--- src/rtl/spi_flash_read_seq.sv ---
// SPI flash read sequencer: sends command, address and dummy bytes through a
// single-byte SPI engine, holds chip select for the whole transaction and streams the read bytes out.
module spi_flash_read_seq #(
   parameter logic [7:0] CMD_READ   = 8'h03,
   parameter int         ADDR_BYTES = 3,
   parameter int         LEN_WIDTH  = 16,
   parameter int         CS_GAP     = 4
) (
   input  logic                    clk,
   input  logic                    rst,
   input  logic                    start,
   input  logic [8*ADDR_BYTES-1:0] addr,
   input  logic [LEN_WIDTH-1:0]    len,
   output logic                    busy,
   output logic                    done,
   output logic [7:0]              out_data,
   output logic                    out_valid,
   input  logic                    out_ready,
   output logic [7:0]              spi_data,
   output logic                    spi_load,
   input  logic                    spi_busy,
   input  logic [7:0]              spi_rx,
   output logic                    cs
);

   // hdr_idx runs 0..ADDR_BYTES over the header and parks at ADDR_BYTES+1 for data
   localparam int HW = $clog2(ADDR_BYTES + 2);
   localparam int GW = $clog2(CS_GAP + 1);

   typedef enum logic [2:0] {
      IDLE, SETUP, LOAD, WAIT_START, WAIT_DONE, OUTPUT, HOLD, DONE
   } state_t;

   state_t                  state_q, state_n;
   logic [GW-1:0]           gap_q, gap_n;
   logic [HW-1:0]           hdr_q, hdr_n;
   logic [LEN_WIDTH-1:0]    cnt_q, cnt_n, cnt_inc;
   logic [8*ADDR_BYTES-1:0] addr_q, addr_n;
   logic [LEN_WIDTH-1:0]    len_q, len_n;
   logic [7:0]              odata_q, odata_n;
   logic                    ovalid_q, ovalid_n;
   logic                    zdone_q, zdone_n;

   assign cnt_inc = cnt_q + LEN_WIDTH'(1);

   always_ff @(posedge clk) begin
      if (rst) begin
         state_q  <= IDLE;
         gap_q    <= '0;
         hdr_q    <= '0;
         cnt_q    <= '0;
         addr_q   <= '0;
         len_q    <= '0;
         odata_q  <= '0;
         ovalid_q <= 1'b0;
         zdone_q  <= 1'b0;
      end else begin
         state_q  <= state_n;
         gap_q    <= gap_n;
         hdr_q    <= hdr_n;
         cnt_q    <= cnt_n;
         addr_q   <= addr_n;
         len_q    <= len_n;
         odata_q  <= odata_n;
         ovalid_q <= ovalid_n;
         zdone_q  <= zdone_n;
      end
   end

   always_comb begin
      state_n  = state_q;
      gap_n    = gap_q;
      hdr_n    = hdr_q;
      cnt_n    = cnt_q;
      addr_n   = addr_q;
      len_n    = len_q;
      odata_n  = odata_q;
      ovalid_n = ovalid_q;
      zdone_n  = 1'b0;
      case (state_q)
         IDLE: begin
            if (start) begin
               if (len != '0) begin
                  state_n = SETUP;
                  addr_n  = addr;
                  len_n   = len;
                  hdr_n   = '0;
                  cnt_n   = '0;
                  gap_n   = '0;
               end else begin
                  zdone_n = 1'b1;
               end
            end
         end
         SETUP, HOLD: begin
            if (gap_q == GW'(CS_GAP - 1)) begin
               gap_n   = '0;
               state_n = (state_q == SETUP) ? LOAD : DONE;
            end else begin
               gap_n = gap_q + GW'(1);
            end
         end
         LOAD:       state_n = WAIT_START;
         WAIT_START: if (spi_busy) state_n = WAIT_DONE;
         WAIT_DONE: begin
            if (!spi_busy) begin
               if (hdr_q <= HW'(ADDR_BYTES)) begin
                  hdr_n   = hdr_q + HW'(1);
                  state_n = LOAD;
               end else begin
                  odata_n  = spi_rx;
                  ovalid_n = 1'b1;
                  state_n  = OUTPUT;
               end
            end
         end
         OUTPUT: begin
            // link stays stalled with cs low until the consumer takes the byte
            if (out_ready) begin
               ovalid_n = 1'b0;
               cnt_n    = cnt_inc;
               state_n  = (cnt_inc == len_q) ? HOLD : LOAD;
            end
         end
         DONE:    state_n = IDLE;
         default: state_n = IDLE;
      endcase
   end

   always_comb begin
      spi_data = 8'h00;
      if (state_q == LOAD) begin
         if (hdr_q == '0) spi_data = CMD_READ;
         for (int i = 1; i <= ADDR_BYTES; i++)
            if (hdr_q == HW'(i)) spi_data = addr_q[8*(ADDR_BYTES-i) +: 8];
      end
   end

   assign spi_load  = (state_q == LOAD);
   assign busy      = (state_q != IDLE);
   assign cs        = (state_q == IDLE) || (state_q == DONE);
   assign done      = (state_q == DONE) || zdone_q;
   assign out_data  = odata_q;
   assign out_valid = ovalid_q;

endmodule

--- config.mk ---
export PLATFORM = sky130hd
export DESIGN_NAME = spi_flash_read_seq
export DESIGN_NICKNAME = d
export VERILOG_FILES = /design/src/rtl/spi_flash_read_seq.sv
export SDC_FILE = /design/constraint.sdc
export NUM_CORES = 1
export LEC_CHECK = 0
export BUFFER_PORTS_ARGS = -buffer_cell sky130_fd_sc_hd__buf_2
export CORE_ASPECT_RATIO = 0.8
export CORE_UTILIZATION = 55
export DETAILED_ROUTE_END_ITERATION = 6
export GPL_ROUTABILITY_DRIVEN = 0
export PLACE_DENSITY = 0.79
export SLEW_MARGIN = 5
export SYNTH_ARGS = -nofsm -noshare
export SYNTH_HDL_FRONTEND = slang
export SYNTH_SLANG_ARGS = --single-unit
--- constraint.sdc ---
create_clock -name clk -period 4.4 [get_ports clk]
set_clock_uncertainty 0.05 [all_clocks]
set_input_delay 0.44 -clock clk [delete_from_list [all_inputs] [get_ports clk]]
set_output_delay 0.44 -clock clk [all_outputs]
set_load 0.005 [all_outputs]
==> results.json <==
{
  "cp_slowest_stage_delay_ps": 840,
  "power_density_nw_per_um2": 372,
  "grt_overflow": 0,
  "yosysTopAreaCellShare_pct": 37.4,
  "cts_sinks": 75,
  "detail_route.vias_per_cell": 5.77,
  "finalPower_mw": 1.70,
  "synthMuxAreaShare_pct": 2.74,
  "syn_nets": 602,
  "cp-start-kind": "flip-flop",
  "cts-hold-fix-buffers": 0,
  "grt_pass1_wl_um": 16800,
  "vias": 3939,
  "synth_common_cells": "118 x nand2_1, 76 x a21oi_1, 75 x dfxtp_1, 54 x nor2_1, 22 x o21ai_0",
  "yosysMostFrequentCell": "nand2_1",
  "num_rows": 27,
  "cts.clk_slew.worst_paths_ps": 80,
  "hold_class": "in2reg",
  "slowest_stage": "and3_1",
  "die_height_um": 78.4,
  "drt.antenna.violating_nets": 0,
  "rsz0062_at_grt": "no",
  "synth-simple-area-share_pct": 28.0,
  "path_cells": "nor3_1, and3_1, buf_4, nor2_4, o21ai_0, a21oi_1",
  "drt_iter0_drc": 378,
  "synth_top_family_by_area": "simple AND/OR/NAND/NOR gates",
  "post_cts_resized": 0,
  "drv_slew": 0,
  "grt_antenna_before_repair": 0,
  "vdd_drop_max_mv": 0.252,
  "htreeDepth": 3,
  "die_area_um2": 7650,
  "synth_compound_area_share_pct": 19.0,
  "track_usage_pct": 27.1,
  "cts_root_buf": "clkbuf_8",
  "postLayoutCellArea_um2": 4560,
  "dp_hpwl_um": 7230,
  "synth_area_um2": 4010,
  "dpl_cell_area_um2": 4340,
  "async_flop_share_pct": 0,
  "crit_buf_inv": 1,
  "power_leakage_nw": 1.80,
  "netlist_instances": 542,
  "crit_arrival_ps": 3040,
  "fin_ws_ps": 1500,
  "io_pins": 74,
  "tightest_slew_ps": 1130,
  "setup-violations-final": 0,
  "fin_crit_ps": 2900,
  "grt_start_max_net_pins": 48,
  "synth-edff-count": 0,
  "ys.flop_type": "dfxtp_1",
  "firstDrtPassIters": 6,
  "antennaDiodeCount": 0,
  "nNetsFinal": 651,
  "fin_tns_setup_ps": 0,
  "drive_gt1_share_pct": 17.1,
  "cts_setup_buffers": 0,
  "cap_violations": 0,
  "run_status": "finished, final reports clean",
  "cts_max_path_buffers": 2,
  "path_class": "reg2reg",
  "grt_pass1_vias": 3551,
  "synth-warning-count": 0,
  "synth_largest_area_cell": "dfxtp_1",
  "cp.required_ps": 4540,
  "core_um2": 6960,
  "syn_avg_cell_area_um2": 7.41,
  "drc": 0,
  "synthAdderAreaFrac_pct": 2.18,
  "ys_ff_latch": 75,
  "cp-end-kind": "flip-flop",
  "synthXorXnorAreaFrac_pct": 5.24,
  "die_w_um": 97.5,
  "wire_per_inst_um": 14.9,
  "yosysSeqAreaShare_pct": 37.4,
  "hold_violations": 0,
  "clkLatencyLatePin_ps": 340,
  "cts_buffers": 9,
  "max_freq_mhz": 345,
  "synth_area_leaders": "dfxtp_1 37%, nand2_1 11%, a21oi_1 9.5%",
  "critPathMaxFanout": 25,
  "initial_core_util_pct": 57.7,
  "portBuffers": 73,
  "crit_family": "simple AND/OR/NAND/NOR gates",
  "synth.distinct_cells": 53,
  "min_period_over_period_pct": 65.9,
  "routed_wl_um": 10200,
  "pre_cts_ws_ps": 1420,
  "hold_ws_ps": 274,
  "tritoncts": "built",
  "maxSlewHeadroom_pct": 24.3,
  "synthToLayoutAreaGrowth_pct": 13.6
}
## power by group
group	internal (mW)	switching [mW]	total, mW
clock	0.336	0.253	0.588
sequential	0.730	0.0539	0.784
combinational	0.123	0.203	0.325
## cell type report
type                       instances  area (um^2)
timing repair buffer              76          388
sequential                        75         1500
multi-input combinational        418         2300
fill                             639         2400
tap                               87          109
inverter                          11         41.3
clock buffer                      12          145
clock inverter                     4         73.8
## cells in the final DEF (no fill, tap or decap), types with 9 or more instances in the layout
master and n:
nand2_1 118, a21oi_1 76, dfxtp_1 75, buf_2 73
nor2_1 54, o21ai_0 22, nand3_1 18, xnor2_1 18
inv_1 11, mux2i_1 11, clkbuf_8 10, nor3_1 9
## worst min-delay path, cell delays in order
cell	delay (ps)
buf_2	70
mux2i_1	50
nor2_1	70
## per-stage QoR
| step | cells | util, % |
|---|---|---|
| floorplan | 542 | - |
| global placement | 667 | 62.4 |
| detailed placement | 667 | 62.4 |
| CTS | 683 | 65.5 |
| global route | 683 | 65.5 |
| finish | 683 | 65.5 |
## cells by family (layout without fill, tap and decap cells)
logic type / after synthesis / count (layout)
simple gates: 242 / 242
compound gates: 134 / 134
flops: 75 / 75
buf+inv: 49 / 103
xor+xnor: 24 / 24
mux: 11 / 11
fa+ha+maj: 7 / 7
## layer usage
metal | GRT usage, % | wire length (um) | vias up
met5 | 0 | 0 | -
met1 | 39.3 | 4830 | 1814
li1 | - | - | 1948
met4 | 9.41 | 161 | 0
met3 | 5.08 | 776 | 17
met2 | 40.3 | 4400 | 160
## flip-flops by register name, indices dropped and copies added, names as in the netlist
signal and flops:
gap_q 3, out_valid 1, hdr_q 3, zdone_q 1, out_data 8, cnt_q 16, len_q 16, state_q 3
addr_q 24
## final timing paths
path                   start           to  slack (ps)  depth (start not counted)
hold / removal     spi_rx[0]  out_data[0]         270                          3
hold reg to reg   addr_q[14]   addr_q[14]         410                          2
setup / recovery  state_q[1]     cnt_q[7]        1500                          6
setup reg to reg  state_q[1]     cnt_q[7]        1500                          6
No activity file was read; power rests on OpenSTA's default activity.
